===== src/rtl/multiplicador_defines_pkg.sv =====
// Shared multiplier-subsystem types: state encodings and common widths.
// No logic; latency n/a.
// Backpressure n/a.
package multiplicador_defines;

  localparam int MULT_DEFAULT_W = 16;

  // Multiplier core states (existing type used by the multiplier block)
  typedef enum logic [1:0] {
    ST_M_IDLE = 2'd0,
    ST_M_CALC = 2'd1,
    ST_M_DONE = 2'd2
  } estado_mult_t;

  // RAM batch controller states
  typedef enum logic [3:0] {
    ST_RB_IDLE         = 4'd0,
    ST_RB_READ_A       = 4'd1,
    ST_RB_READ_B       = 4'd2,
    ST_RB_LATCH_B      = 4'd3,
    ST_RB_INIT_CALC    = 4'd4,
    ST_RB_WAIT_CALC    = 4'd5,
    ST_RB_STORE_LO     = 4'd6,
    ST_RB_STORE_HI     = 4'd7,
    ST_RB_NEXT         = 4'd8,
    ST_RB_END_CALC     = 4'd9,
    ST_RB_ERROR        = 4'd10,
    ST_RB_WAIT_CONTROL = 4'd11,
    ST_RB_RESET_STATUS = 4'd12
  } estado_ram_batch_t;

endpackage


===== src/rtl/controlador_ram_batch_if.sv =====
// RAM port and multiplier handshake bundle between batch controller and its peers.
// Pure wiring, zero latency.
// No backpressure; RAM read data returns one cycle after the read strobe.
interface controlador_ram_batch_if #(
  parameter int DATA_W = 16,
  parameter int ADDR_W = 8
);
  logic [ADDR_W-1:0]   ram_addr_o;
  logic                ram_rd_o;
  logic                ram_wr_o;
  logic [DATA_W-1:0]   ram_wdata_o;
  logic [DATA_W-1:0]   ram_rdata_i;
  logic [DATA_W-1:0]   op_a_o;
  logic [DATA_W-1:0]   op_b_o;
  logic                start_mult_o;
  logic                end_mult_i;
  logic [2*DATA_W-1:0] result_i;

  modport master (
    output ram_addr_o, ram_rd_o, ram_wr_o, ram_wdata_o, op_a_o, op_b_o, start_mult_o,
    input  ram_rdata_i, end_mult_i, result_i
  );

  modport slave (
    input  ram_addr_o, ram_rd_o, ram_wr_o, ram_wdata_o, op_a_o, op_b_o, start_mult_o,
    output ram_rdata_i, end_mult_i, result_i
  );
endinterface


===== src/rtl/controlador_ram_batch_timer.sv =====
// Multiplier watchdog: counts enabled cycles, flags the last allowed one.
// expired is combinational from the count, so it fires in cycle TIMEOUT-1 after clear.
// No backpressure; clear wins over enable.
module controlador_ram_batch_timer #(
  parameter int TIMEOUT = 255
) (
  input  logic clk_i,
  input  logic rst_i,
  input  logic clear,
  input  logic enable,
  output logic expired
);
  localparam logic [15:0] LIMIT = 16'(TIMEOUT - 1);

  logic [15:0] cnt;

  // Count cycles spent waiting; hold once the limit is reached
  always_ff @(posedge clk_i) begin
    if (rst_i || clear) begin
      cnt <= '0;
    end else if (enable && (cnt != LIMIT)) begin
      cnt <= cnt + 16'd1;
    end
  end

  assign expired = enable && (cnt == LIMIT);
endmodule


===== src/rtl/controlador_ram_batch.sv =====
// Batch multiply: reads operand pairs from RAM, runs the multiplier, writes 2-word products back.
// Per pair: 2 reads, 1 start, multiplier latency, 2 writes, 1 bookkeeping cycle.
// No backpressure; a silent multiplier is cut off by the timeout and the batch ends in error.
module controlador_ram_batch
  import multiplicador_defines::*;
#(
  parameter int DATA_W  = 16,
  parameter int ADDR_W  = 8,
  parameter int TIMEOUT = 255
) (
  input  logic              clk_i,
  input  logic              rst_i,
  input  logic              control_i,
  input  logic [ADDR_W-1:0] count_i,
  input  logic [ADDR_W-1:0] src_base_i,
  input  logic [ADDR_W-1:0] dst_base_i,
  controlador_ram_batch_if.master bus,
  output logic              busy_o,
  output logic              done_o,
  output logic              err_o,
  output logic [ADDR_W-1:0] done_cnt_o,
  output logic [3:0]        state_o
);
  localparam logic [ADDR_W-1:0] ONE = ADDR_W'(1);

  estado_ram_batch_t   state;
  logic [ADDR_W-1:0]   k, count_q, src_q, dst_q, done_cnt_q, addr_q;
  logic [DATA_W-1:0]   op_a_q, op_b_q, wdata_q;
  logic [2*DATA_W-1:0] result_q;
  logic                rd_q, wr_q, start_q, done_q, err_q;
  logic                expired;
  logic [ADDR_W-1:0]   k_inc, two_k, two_k_inc;

  // Pair offsets; all address math wraps at 2^ADDR_W
  assign k_inc     = k + ONE;
  assign two_k     = {k[ADDR_W-2:0], 1'b0};
  assign two_k_inc = {k_inc[ADDR_W-2:0], 1'b0};

  controlador_ram_batch_timer #(.TIMEOUT(TIMEOUT)) u_timer (
    .clk_i   (clk_i),
    .rst_i   (rst_i),
    .clear   (state == ST_RB_INIT_CALC),
    .enable  (state == ST_RB_WAIT_CALC),
    .expired (expired)
  );

  // Batch FSM; strobes are registered on the transition into the state that owns them
  always_ff @(posedge clk_i) begin
    if (rst_i) begin
      state      <= ST_RB_IDLE;
      k          <= '0;
      count_q    <= '0;
      src_q      <= '0;
      dst_q      <= '0;
      done_cnt_q <= '0;
      addr_q     <= '0;
      op_a_q     <= '0;
      op_b_q     <= '0;
      wdata_q    <= '0;
      result_q   <= '0;
      rd_q       <= 1'b0;
      wr_q       <= 1'b0;
      start_q    <= 1'b0;
      done_q     <= 1'b0;
      err_q      <= 1'b0;
    end else begin
      rd_q    <= 1'b0;
      wr_q    <= 1'b0;
      start_q <= 1'b0;
      case (state)
        ST_RB_IDLE: begin
          if (control_i) begin
            count_q    <= count_i;
            src_q      <= src_base_i;
            dst_q      <= dst_base_i;
            k          <= '0;
            done_cnt_q <= '0;
            if (count_i != '0) begin
              rd_q   <= 1'b1;
              addr_q <= src_base_i;
              state  <= ST_RB_READ_A;
            end else begin
              state  <= ST_RB_END_CALC;
            end
          end
        end
        ST_RB_READ_A: begin
          rd_q   <= 1'b1;
          addr_q <= src_q + two_k + ONE;
          state  <= ST_RB_READ_B;
        end
        ST_RB_READ_B: begin
          op_a_q <= bus.ram_rdata_i;
          state  <= ST_RB_LATCH_B;
        end
        ST_RB_LATCH_B: begin
          op_b_q  <= bus.ram_rdata_i;
          start_q <= 1'b1;
          state   <= ST_RB_INIT_CALC;
        end
        ST_RB_INIT_CALC: state <= ST_RB_WAIT_CALC;
        ST_RB_WAIT_CALC: begin
          // a completion on the last allowed cycle still counts as success
          if (bus.end_mult_i) begin
            result_q <= bus.result_i;
            wr_q     <= 1'b1;
            addr_q   <= dst_q + two_k;
            wdata_q  <= bus.result_i[DATA_W-1:0];
            state    <= ST_RB_STORE_LO;
          end else if (expired) begin
            state    <= ST_RB_ERROR;
          end
        end
        ST_RB_STORE_LO: begin
          wr_q    <= 1'b1;
          addr_q  <= dst_q + two_k + ONE;
          wdata_q <= result_q[2*DATA_W-1:DATA_W];
          state   <= ST_RB_STORE_HI;
        end
        ST_RB_STORE_HI: state <= ST_RB_NEXT;
        ST_RB_NEXT: begin
          done_cnt_q <= k_inc;
          if (k_inc == count_q) begin
            state  <= ST_RB_END_CALC;
          end else begin
            k      <= k_inc;
            rd_q   <= 1'b1;
            addr_q <= src_q + two_k_inc;
            state  <= ST_RB_READ_A;
          end
        end
        ST_RB_END_CALC: begin
          done_q <= 1'b1;
          state  <= ST_RB_WAIT_CONTROL;
        end
        ST_RB_ERROR: begin
          err_q  <= 1'b1;
          done_q <= 1'b1;
          state  <= ST_RB_WAIT_CONTROL;
        end
        ST_RB_WAIT_CONTROL: begin
          if (!control_i) state <= ST_RB_RESET_STATUS;
        end
        ST_RB_RESET_STATUS: begin
          done_q <= 1'b0;
          err_q  <= 1'b0;
          state  <= ST_RB_IDLE;
        end
        default: state <= ST_RB_IDLE;
      endcase
    end
  end

  assign bus.ram_addr_o   = addr_q;
  assign bus.ram_rd_o     = rd_q;
  assign bus.ram_wr_o     = wr_q;
  assign bus.ram_wdata_o  = wdata_q;
  assign bus.op_a_o       = op_a_q;
  assign bus.op_b_o       = op_b_q;
  assign bus.start_mult_o = start_q;

  assign busy_o     = !((state == ST_RB_IDLE) || (state == ST_RB_WAIT_CONTROL) ||
                        (state == ST_RB_RESET_STATUS));
  assign done_o     = done_q;
  assign err_o      = err_q;
  assign done_cnt_o = done_cnt_q;
  assign state_o    = state;
endmodule


===== src/flat_wrapper.sv =====
// flat-port wrapper written by rule: the top's interface ports become plain ports
module controlador_ram_batch_flat import multiplicador_defines::*;
#(
  parameter int DATA_W  = 16,
  parameter int ADDR_W  = 8,
  parameter int TIMEOUT = 255
)
  (clk_i, rst_i, control_i, count_i, src_base_i, dst_base_i, busy_o, done_o, err_o, done_cnt_o, state_o, bus_ram_addr_o, bus_ram_rd_o, bus_ram_wr_o, bus_ram_wdata_o, bus_op_a_o, bus_op_b_o, bus_start_mult_o, bus_ram_rdata_i, bus_end_mult_i, bus_result_i);
  controlador_ram_batch_if #(.DATA_W(DATA_W), .ADDR_W(ADDR_W)) bus_i ();
  input  logic clk_i;
  input  logic rst_i;
  input  logic control_i;
  input  logic [ADDR_W-1:0] count_i;
  input  logic [ADDR_W-1:0] src_base_i;
  input  logic [ADDR_W-1:0] dst_base_i;
  output logic busy_o;
  output logic done_o;
  output logic err_o;
  output logic [ADDR_W-1:0] done_cnt_o;
  output logic [3:0] state_o;
  output wire logic [$bits(bus_i.ram_addr_o)-1:0] bus_ram_addr_o;
  output wire logic [$bits(bus_i.ram_rd_o)-1:0] bus_ram_rd_o;
  output wire logic [$bits(bus_i.ram_wr_o)-1:0] bus_ram_wr_o;
  output wire logic [$bits(bus_i.ram_wdata_o)-1:0] bus_ram_wdata_o;
  output wire logic [$bits(bus_i.op_a_o)-1:0] bus_op_a_o;
  output wire logic [$bits(bus_i.op_b_o)-1:0] bus_op_b_o;
  output wire logic [$bits(bus_i.start_mult_o)-1:0] bus_start_mult_o;
  input wire logic [$bits(bus_i.ram_rdata_i)-1:0] bus_ram_rdata_i;
  input wire logic [$bits(bus_i.end_mult_i)-1:0] bus_end_mult_i;
  input wire logic [$bits(bus_i.result_i)-1:0] bus_result_i;
  assign bus_ram_addr_o = bus_i.ram_addr_o;
  assign bus_ram_rd_o = bus_i.ram_rd_o;
  assign bus_ram_wr_o = bus_i.ram_wr_o;
  assign bus_ram_wdata_o = bus_i.ram_wdata_o;
  assign bus_op_a_o = bus_i.op_a_o;
  assign bus_op_b_o = bus_i.op_b_o;
  assign bus_start_mult_o = bus_i.start_mult_o;
  assign bus_i.ram_rdata_i = bus_ram_rdata_i;
  assign bus_i.end_mult_i = bus_end_mult_i;
  assign bus_i.result_i = bus_result_i;
  controlador_ram_batch #(.DATA_W(DATA_W), .ADDR_W(ADDR_W), .TIMEOUT(TIMEOUT)) u_core (.clk_i(clk_i), .rst_i(rst_i), .control_i(control_i), .count_i(count_i), .src_base_i(src_base_i), .dst_base_i(dst_base_i), .bus(bus_i), .busy_o(busy_o), .done_o(done_o), .err_o(err_o), .done_cnt_o(done_cnt_o), .state_o(state_o));
endmodule

===== config.mk =====
export PLATFORM = sky130hd
export DESIGN_NAME = controlador_ram_batch_flat
export DESIGN_NICKNAME = d
export VERILOG_FILES = /design/src/rtl/multiplicador_defines_pkg.sv /design/src/rtl/controlador_ram_batch_if.sv /design/src/rtl/controlador_ram_batch_timer.sv /design/src/rtl/controlador_ram_batch.sv /design/src/flat_wrapper.sv
export SDC_FILE = /design/constraint.sdc
export NUM_CORES = 1
export LEC_CHECK = 0
export ABC_AREA = 1
export BUFFER_PORTS_ARGS = -buffer_cell sky130_fd_sc_hd__buf_2
export CAP_MARGIN = 5
export CORE_MARGIN = 3
export CORE_UTILIZATION = 30
export CTS_CLUSTER_DIAMETER = 120
export DETAILED_ROUTE_END_ITERATION = 12
export PLACE_DENSITY = 0.5
export SETUP_SLACK_MARGIN = 0.3
export SKIP_CTS_REPAIR_TIMING = 1
export SLEW_MARGIN = 20
export SYNTH_ARGS = -nofsm -noshare
export SYNTH_HDL_FRONTEND = slang
export SYNTH_SLANG_ARGS = --single-unit
export TNS_END_PERCENT = 100

===== constraint.sdc =====
create_clock -name clk_i -period 2.25 [get_ports clk_i]
set_input_delay 0.675 -clock clk_i [delete_from_list [all_inputs] [get_ports clk_i]]
set_output_delay 0.675 -clock clk_i [all_outputs]
set_load 0.1 [all_outputs]

**Yosys cells after proc, flatten, opt, wreduce, memory -nomap -nowiden**

Index checks and enable logic that the tools add are counted.
W data, S select, Z words.

- Output and inout bits: 74
- Bits in read-only memories: 0
- Input port bits: 76
- Logic and storage cells: 93
- Memories kept: 0
- Bits in writable memories: 0
- Flip-flop bits (word level): 153
- Latch bits: 0

- Reductions and logical operators: 21
- Order comparisons: 0
- Multiplexer cells: 27
- Add/sub/neg operators: 7
- Divide/modulo/power cells: 0
- Eq/ne operators: 21
- Bitwise operators: 0
- Shift-type cells: 0
- $mul: 0

Operators with widths:

| cell | number |
|---|---|
| $mux W8 | 6 |
| $pmux W4 S11 | 1 |
| $pmux W8 S5 | 1 |
| $pmux W16 S2 | 1 |
| $pmux W8 S2 | 2 |
| $add A8 B1 Y8 const B | 3 |
| $add A8 B8 Y8 | 3 |
| $mux W4 | 6 |
| $eq A4 B4 Y1 const B | 5 |
| $add A16 B1 Y16 const B | 1 |
| $eq A16 B8 Y1 const B | 1 |
| $eq A4 B3 Y1 const B | 4 |
| $mux W16 | 1 |
| $ne A16 B8 Y1 const B | 1 |
| $eq A4 B2 Y1 const B | 2 |
| $eq A8 B8 Y1 | 1 |
| $ne A2 B2 Y1 const B | 4 |
| $reduce_and A2 Y1 | 4 |
| $reduce_bool A2 Y1 | 4 |
| $reduce_bool A8 Y1 | 1 |
| $pmux W1 S2 | 3 |
| $reduce_and A3 Y1 | 2 |
| $mux W1 | 5 |
| $reduce_and A5 Y1 | 1 |
| 10 further kinds | 13 |

**Longest topological paths before layout**

Gate-level depths: netlist of run 1.

- Word-level depth: 5
- Gate-level depth with buffers: 19
- Gate-level depth less buffers: 19

**Modules after synthesis**

From an unflattened synthesis of run 1, not the netlist that was laid out.

- Cell total of the unflattened synthesis: 1064
- Area total of the unflattened synthesis: 7174.4 sq um

Modules (own cells, without submodules):

| module | area an instance (sq um) | cells an instance | sequential area each (sq um) | instances |
|---|---|---|---|---|
| controlador_ram_batch | 6107.1 | 892 | 2422.3 | 1 |
| controlador_ram_batch_timer | 1067.3 | 172 | 320.3 | 1 |

**Worst setup path after synthesis of run 1**

Ideal clock, no wire load.

- Path type: flip-flop to output port
- Start point: reg u_core.state[0], in the netlist u_core.state_o[0]
- End point: out busy_o
- Path buffers: 0
- Required time: 1.575 ns
- Data arrival time: 2.139 ns
- Slack: -0.564 ns
- Cell stages (with the launch flop): 7
- Cell sequence: dfxtp_1 nor2_1 inv_1 nor2_1 inv_2 nand3_1 inv_1

- Longest elaborated chain between the ends: 4
- Elaborated cells between the ends (all ways): 6
- Those cells by class: eq/ne: 2; reduce/logical: 4

RTL lines:

| item | RTL line | RTL |
|---|---|---|
| from (decl) | controlador_ram_batch.sv:26 | `estado_ram_batch_t state;` |
| from (signal assigned) | controlador_ram_batch.sv:50 | `state <= ST_RB_IDLE;` |
| from (signal assigned) | controlador_ram_batch.sv:81 | `state <= ST_RB_READ_A;` |
| from (signal assigned) | controlador_ram_batch.sv:83 | `state <= ST_RB_END_CALC;` |
| $eq A4 B4 Y1 or $logic_not A4 Y1 (tied branches) | controlador_ram_batch.sv:162 | `assign busy_o = !((state == ST_RB_IDLE) \|\| (state == ST_RB_WAIT_CONTROL) \|\|` |
| $logic_or A1 B1 Y1 | controlador_ram_batch.sv:162 |  |
| $logic_or A1 B1 Y1 * | controlador_ram_batch.sv:162 |  |
| $logic_not A1 Y1 * | controlador_ram_batch.sv:162 |  |
| to (decl) | flat_wrapper.sv:16 | `output logic busy_o;` |

Every way passes the cells marked *; elsewhere a longest branch is shown, timed or not.

**Final worst setup path of run 1**

- Start point: reg u_core.state[3], in the netlist u_core.state_o[3]
- End point: out busy_o

Same word-level chain as after synthesis.

==> results of run 1 <==
==> final timing paths <==
check,startpoint,to,cells past startpoint
max reg2reg,u_core.k[0],u_core.bus.ram_addr_o[4],14
max,u_core.state_o[3],busy_o,8
min,u_core.result_q[24],u_core.result_q[24],2
min reg2reg,u_core.result_q[24],u_core.result_q[24],2
==> flip-flops by register name, indices dropped and copies added (netlist names) <==
register,count
u_core.bus.ram_wdata_o,16
u_core.result_q,16
u_core.bus.start_mult_o,1
u_core.src_q,8
u_core.u_timer.cnt,16
u_core.bus.ram_wr_o,1
u_core.done_cnt_o,8
u_core.done_o,1
u_core.dst_q,8
u_core.count_q,8
u_core.bus.ram_addr_o,8
u_core.err_o,1
u_core.bus.ram_rd_o,1
u_core.bus.op_b_o,16
u_core.k,8
u_core.bus.op_a_o,16
u_core.state_o,4
==> power breakdown <==
part / switching [mW] / internal (mW)
clock: 1.14 / 1.92
sequential: 0.102 / 2.55
combinational: 1.22 / 0.509
==> Yosys cell counts, types with 2 or more instances <==
library cell | number | area share, %
nand3b_1 | 4 | 0.43
nor4_1 | 5 | 0.44
buf_2 | 11 | 0.78
inv_2 | 11 | 0.59
dfxtp_1 | 137 | 39
or2_2 | 6 | 0.53
o21ai_2 | 2 | 0.25
o22ai_1 | 3 | 0.27
fa_1 | 3 | 0.85
inv_1 | 95 | 5.1
xor2_1 | 7 | 0.87
nor2_1 | 124 | 6.6
nand3_1 | 70 | 5.0
a21oi_1 | 88 | 6.2
nand4_1 | 16 | 1.4
clkbuf_1 | 25 | 1.3
o21ai_0 | 97 | 6.9
nand3_2 | 2 | 0.28
o211ai_1 | 2 | 0.21
nand2_1 | 226 | 12
a31oi_1 | 17 | 1.5
nor2_2 | 8 | 0.71
xnor2_1 | 4 | 0.50
ha_1 | 22 | 3.9
nand2_2 | 7 | 0.62
nor2_4 | 4 | 0.64
nor3_1 | 5 | 0.35
==> cell type report <==
cell class	instances	area [sq um]
clock inverters	10	166
inverters	107	418
repair buffers	196	1150
clock buffers	21	460
well taps	313	392
multi-input cells	740	4020
flip-flops and latches	137	2770
diodes	1	2.50
fillers	2424	13500
==> logic make-up (layout without fill, tap and decap cells) <==
logic type,after synthesis,count (layout),synth area share [%]
AO/OA/AOI/OAI,221,221,16.9
XOR/XNOR,11,11,1.37
adder cells (fa/ha/maj),25,25,4.76
buffers and inverters,146,334,8.15
flip-flops,137,137,38.9
other,0,1,0
AND/OR/NAND/NOR,483,483,30.0
==> through the flow <==
stage                     std cells  worst slack [ns]  total power, mW  setup TNS (ns)  area [sq um]
after floorplan                1023             0.167             3.86               0          7160
after global placement         1479            0.0756             4.30               0          8410
after detailed placement       1479            0.0413             4.30               0          8410
after CTS                      1510            -0.128             7.37          -0.128          9040
after global routing           1524           -0.0810             7.79          -0.315          9370
final                          1525            0.0429             7.44               0          9380
==> per-layer routing <==
| metal | vias up | share of wire [%] | track usage, % |
|---|---|---|---|
| met5 | - | 0 | 0 |
| met4 | 0 | 1.8 | 6.29 |
| met3 | 29 | 5.9 | 5.02 |
| met2 | 174 | 46 | 29.6 |
| met1 | 3328 | 46 | 23.6 |
| li1 | 3723 | - | - |
==> critical path: cells and delay by family, from the launching register on <==
family,cells,cell delay [ns]
simple gates,3,0.30
flops,1,0.37
buf+inv,5,0.44
==> summary.md, run 1 <==
| Metric | Value |
|---|---|
| Status | complete, no violations |
| Max frequency | 0.453 GHz |
| CTS tree | built |
| Max-slew violations | 0 |
| RSZ-0062 raised after global routing | true |
| Gpl congestion | 0.869 |
| Drc violations | 0 |
| CP Class | reg -> out |
| Most common cell after layout, fill and taps aside | nand2_1 |
| Crit. End Element | output port |
| Core Region | 22800 sq um |
| Post-Syn Nets | 1124 |
| IO Count | 150 |
| Flop2flop setup slack | 0.06 ns |
| Netlist cell types | 49 |
| Clk pin slew, worst setup/hold paths | 0.06 ns |
| First-pass GRT wire length | 37800 microns |
| Vias per inst | 4.76 |
| Die area | 25400 sq um |
| Via count | 7254 |
| Clk_lat worst skew | 0.43 ns |
| Leakage Power | 4.31 nW |
| Number of clock sinks | 137 |
| Setup violations, final | 0 |
| Tot GR Track Use | 18.3% |
| Total gr overflow | 0 |
| Total of max-cap violations | 0 |
| Crit path max-delay cell type | dfxtp_4 |
| Post-Syn Area | 7050 sq um |
| Number of synthesized flops with an enable pin | 0 |
| Antenna violations before repair | 0 |
| H-tree depth | 4 |
| Synth Register Bits | 137 |
| Async set or reset register ratio after synthesis | 0% |
| Cts bufs inserted | 17 |
| Critical Path Fanout Max | 4 |
| Starting Density | 30.9% |
| Die extent in y | 159 microns |
| Seq/Total Area, Yosys | 38.9% |
| Pre-antenna DRT Iters | 5 |
| Setup crit start kind | register |
| Worst hold-check path type | reg -> reg |
| Buffer depth of the longest clock path | 2 |
| Ys flop type | dfxtp_1 |
| WHS | 0.457 ns |
| Iter 0 DRT Violations | 349 |
| Num rows | 55 |
| Area Growth Syn to Fin | 33.0% |
| Post-Route Utilization | 41.0% |
| Highest-count cells in the layout ignoring fill and taps | nand2_1, buf_2, dfxtp_1 |
| Ratio of final minimum period to clock period | 98.1% |
| Warnings, synthesis | 0 |
| Fin. Hold Viols | 0 |
| Actual slew at the worst max-slew pin | 0.614 ns |
| Routed Antenna Nets | 0 |
| Slew headroom | 59.0% |
| Mean area per synthesized cell | 6.89 sq um |
| Die Wd | 159 microns |
| Critical Path Max Stage Delay | 0.37 ns |
| Worst EP arrival | 1.53 ns |
| Share of cells above drive strength 1 | 27.0% |
| PD cells | 793 nW/um^2 |
| Clk_skew | 0.00939 ns |
| Syn Inst Count | 1023 |
| Pin count of the biggest net entering global routing | 41 |
| Period minus WS final | 2.21 ns |
| Vias in the first global route | 7178 |
| Root buffer cell | clkbuf_16 |
| Drt total wl | 23200 microns |
| WL/cell | 15.2 microns |
| Input/output buffers | 149 |
| CP cell instances | inv_4 -> nor2_4 -> inv_1 -> nor2_2 -> inv_2 -> nand3_4 -> clkinvlp_4 -> buf_12 |
| Nets | 1300 |
| VDD IR-drop max | 0.416 mV |
| HPWL after detailed placement | 17000 microns |
| WP data required | 1.57 ns |
Note: power is estimated with default switching activity, not from simulation.
==> run 2: changes to the inputs <==
--- a/config.mk
+++ b/config.mk
@@ -5,7 +5,6 @@
 export SDC_FILE = /design/constraint.sdc
 export NUM_CORES = 1
 export LEC_CHECK = 0
-export ABC_AREA = 1
 export BUFFER_PORTS_ARGS = -buffer_cell sky130_fd_sc_hd__buf_2
 export CAP_MARGIN = 5
 export CORE_MARGIN = 3
@@ -14,8 +13,7 @@
 export DETAILED_ROUTE_END_ITERATION = 12
 export PLACE_DENSITY = 0.5
 export SETUP_SLACK_MARGIN = 0.3
-export SKIP_CTS_REPAIR_TIMING = 1
-export SLEW_MARGIN = 20
+export SLEW_MARGIN = 10
 export SYNTH_ARGS = -nofsm -noshare
 export SYNTH_HDL_FRONTEND = slang
 export SYNTH_SLANG_ARGS = --single-unit
==> run 2 against run 1 <==
  * The flow now finishes with violations (negative setup slack)
  * Routed wire length is 3.3% lower
  * Sequential share of layout area is 2.1 points lower
  * Maximum frequency is 6.9% lower
  * Clock power is 5% lower
  * Cell area is 7.7% higher
  * Count of clock-buffer cells in the layout is 4 lower
  * Cell count is 7.3% lower
  * Sequential power is 3% lower
  * Via count is 3.8% lower
  * Worst hold slack worse by 0.0066 ns
  * Largest cell class unchanged
==> summary.md, run 2 <==
| Metric | Value |
|---|---|
| Worst path bufs/invs | 0 |
| Period minus WS final | 2.37 ns |
| Gpl congestion | 0.864 |
| Cts bufs inserted | 17 |
| Top post-synthesis cells by count | nand2_1, dfxtp_1, a21oi_1, nor2_1, clkbuf_1 |
| Area Growth Syn to Fin | 45.6% |
| Nets | 1221 |
| Clk_lat worst skew | 0.42 ns |
| Post-Syn Area | 6930 sq um |
| Worst hold-check path type | reg -> reg |
| Share of cells above drive strength 1 | 36.6% |
| Multiplexer share of the synthesized area | 0.289% |
| Vias per inst | 4.94 |
| WL/cell | 15.9 microns |
| Core Region | 22200 sq um |
| Design area | 10100 sq um |
| Post-Syn Nets | 976 |
| Cell taking the most area after synthesis | dfxtp_1 |
| Highest-count cells in the layout ignoring fill and taps | nand2_1, buf_2, dfxtp_1 |
| Inst Count DP | 1348 |
| CP cell instances | ha_4 -> xor2_2 -> ha_1 -> nor2b_1 -> o31a_1 -> o22ai_1 -> xnor2_1 -> a221oi_1 -> o211a_1 -> o41ai_2 |
| Clk pin slew, worst setup/hold paths | 0.06 ns |
| VDD IR-drop max | 0.375 mV |
| Synth top area share | 39.6% |
| Synth Register Bits | 137 |
| Netlist cell types | 76 |
| Actual slew at the worst max-slew pin | 0.615 ns |
| Leakage Power | 4.25 nW |
| Max-slew violations | 0 |
| Buffer depth of the longest clock path | 2 |
| Via count | 6980 |
| Most common cell after layout, fill and taps aside | nand2_1 |
| Die area | 25000 sq um |
| IO Count | 150 |
| WP data required | 2.58 ns |
| Starting Density | 31.2% |
| Final Total Pwr | 6.87 mW |
| Critical Path Max Stage Delay | 0.40 ns |
| Max frequency | 0.422 GHz |
| Total gr overflow | 0 |
| Root buffer cell | clkbuf_16 |
| Setup violations, final | 10 |
| Ratio of final minimum period to clock period | 105% |
| Layout Cells excl Fill | 1413 |
| Fin. Hold Viols | 0 |
| Critical Path Fanout Max | 6 |
| H-tree depth | 4 |
| Status | complete, but fails checks |
| Crit. End Element | register |
| Mean area per synthesized cell | 7.92 sq um |
| Slew headroom | 58.9% |
| Number of clock sinks | 137 |
| Failing checks | negative setup slack |
| Synth Area in Compound Gates | 19.4% |
| Ant diodes | 0 |
| Input/output buffers | 149 |
| Crit path max-delay cell type | dfxtp_4 |
| Async set or reset register ratio after synthesis | 0% |
| Iter 0 DRT Violations | 355 |
| Pin count of the biggest net entering global routing | 63 |
| Die Wd | 158 microns |
| Num rows | 54 |
| Seq/Total Area, Yosys | 39.6% |
| Main combinational cell family by area after synthesis | simple AND/OR/NAND/NOR gates |
| Post-DP Area | 8740 sq um |
| Warnings, synthesis | 0 |
| Worst EP arrival | 2.70 ns |
| Die extent in y | 158 microns |
| Xor/xnor share of the synthesized area | 6.39% |
| Setup crit start kind | register |
| RSZ-0062 raised after global routing | true |
| Antenna violations before repair | 2 |
| Syn Inst Count | 875 |
| Tot GR Track Use | 17.3% |
| Smallest setup slack after layout | -0.119 ns |
| Drc violations | 0 |
| CP delay by family, top | compound AO/OA/AOI/OAI gates |
| Vias in the first global route | 6543 |
| Ys flop type | dfxtp_1 |
| Drt total wl | 22500 microns |
| Most numerous cell in the Yosys netlist | nand2_1 |
| Area share of and/or/nand/nor cells after synthesis | 24.8% |
| Clk_skew | 0.0163 ns |
| Total of max-cap violations | 0 |
| First-pass GRT wire length | 34300 microns |
| Adder-Cell Fraction of Synth Area | 4.84% |
| Number of synthesized flops with an enable pin | 0 |
| HPWL after detailed placement | 16100 microns |
| CTS tree | built |
| Pre-antenna DRT Iters | 4 |
| CP Class | reg -> reg |
| Top post-synthesis cells by area | dfxtp_1, nand2_1, a21oi_1 |
| PD cells | 681 nW/um^2 |
| Routed Antenna Nets | 0 |
run 2: per-stage QoR:
stage          utilization [%]  setup slack [ns]  TNS (ns)  hold slack (ns)
2_1_floorplan                -           -0.0694   -0.0881            0.437
3_3_place_gp              39.3            -0.133    -0.427            0.439
3_5_place_dp              39.3            -0.153    -0.599            0.447
4_1_cts                   43.3            -0.110    -0.297            0.455
5_1_grt                   45.4            -0.192     -1.38            0.469
6_report                  45.4            -0.119    -0.347            0.450
run 2: cell families after synthesis:
kind of cell             after synthesis
XOR/XNOR                              45
flip-flops                           137
buffers and inverters                 67
adder cells (fa/ha/maj)               25
multiplexers                           2
AO/OA/AOI/OAI                        213
AND/OR/NAND/NOR                      386
run 2: path summary, 6_finish.rpt:
kind                                           start                  endpoint  slack, ns  depth (start not counted)
worst min-delay path            u_core.bus.op_b_o[9]      u_core.bus.op_b_o[9]       0.45                          2
worst min register to register  u_core.bus.op_b_o[9]      u_core.bus.op_b_o[9]       0.45                          2
worst max-delay path                     u_core.k[0]  u_core.bus.ram_addr_o[7]      -0.12                         10
worst max register to register           u_core.k[0]  u_core.bus.ram_addr_o[7]      -0.12                         10
run 2: area by class of cell:
class | count | area (sq um)
Tap cell | 280 | 350
Fill cell | 2256 | 12100
Sequential cell | 137 | 2770
Timing Repair Buffer | 278 | 1970
Clock buffer | 17 | 425
Multi-Input combinational cell | 671 | 4340
Clock inverter | 15 | 178
Inverter | 15 | 58.8
run 2: tightest hold or removal path: cells and delay by family (launching register included):
family           cells  cell delay (ns)
flip-flops           1             0.31
AND/OR/NAND/NOR      1             0.05
AO/OA/AOI/OAI        1             0.05
run 2: report_power, final:
part           switching (mW)  leakage [nW]  internal, mW
combinational           0.916          2.84         0.479
clock                    1.22         0.296          1.68
sequential             0.0670          1.12          2.51
run 2: per-layer routing:
layer,wire (microns),part of all wire [%],global-route usage (%)
met1,10300,46,23.0
met2,10600,47,28.1
met3,1290,5.7,4.78
met4,242,1.1,4.01
met5,22,0.098,0
run 2: timing repair:
item / 4_1_cts / 5_1_grt
resized for setup: 47 / 59
hold buffers: 0 / 0
setup buffers: 11 / 20
pin swaps: 31 / 27
cloned: 0 / 2
endpoints found under the setup margin: 40 / 48
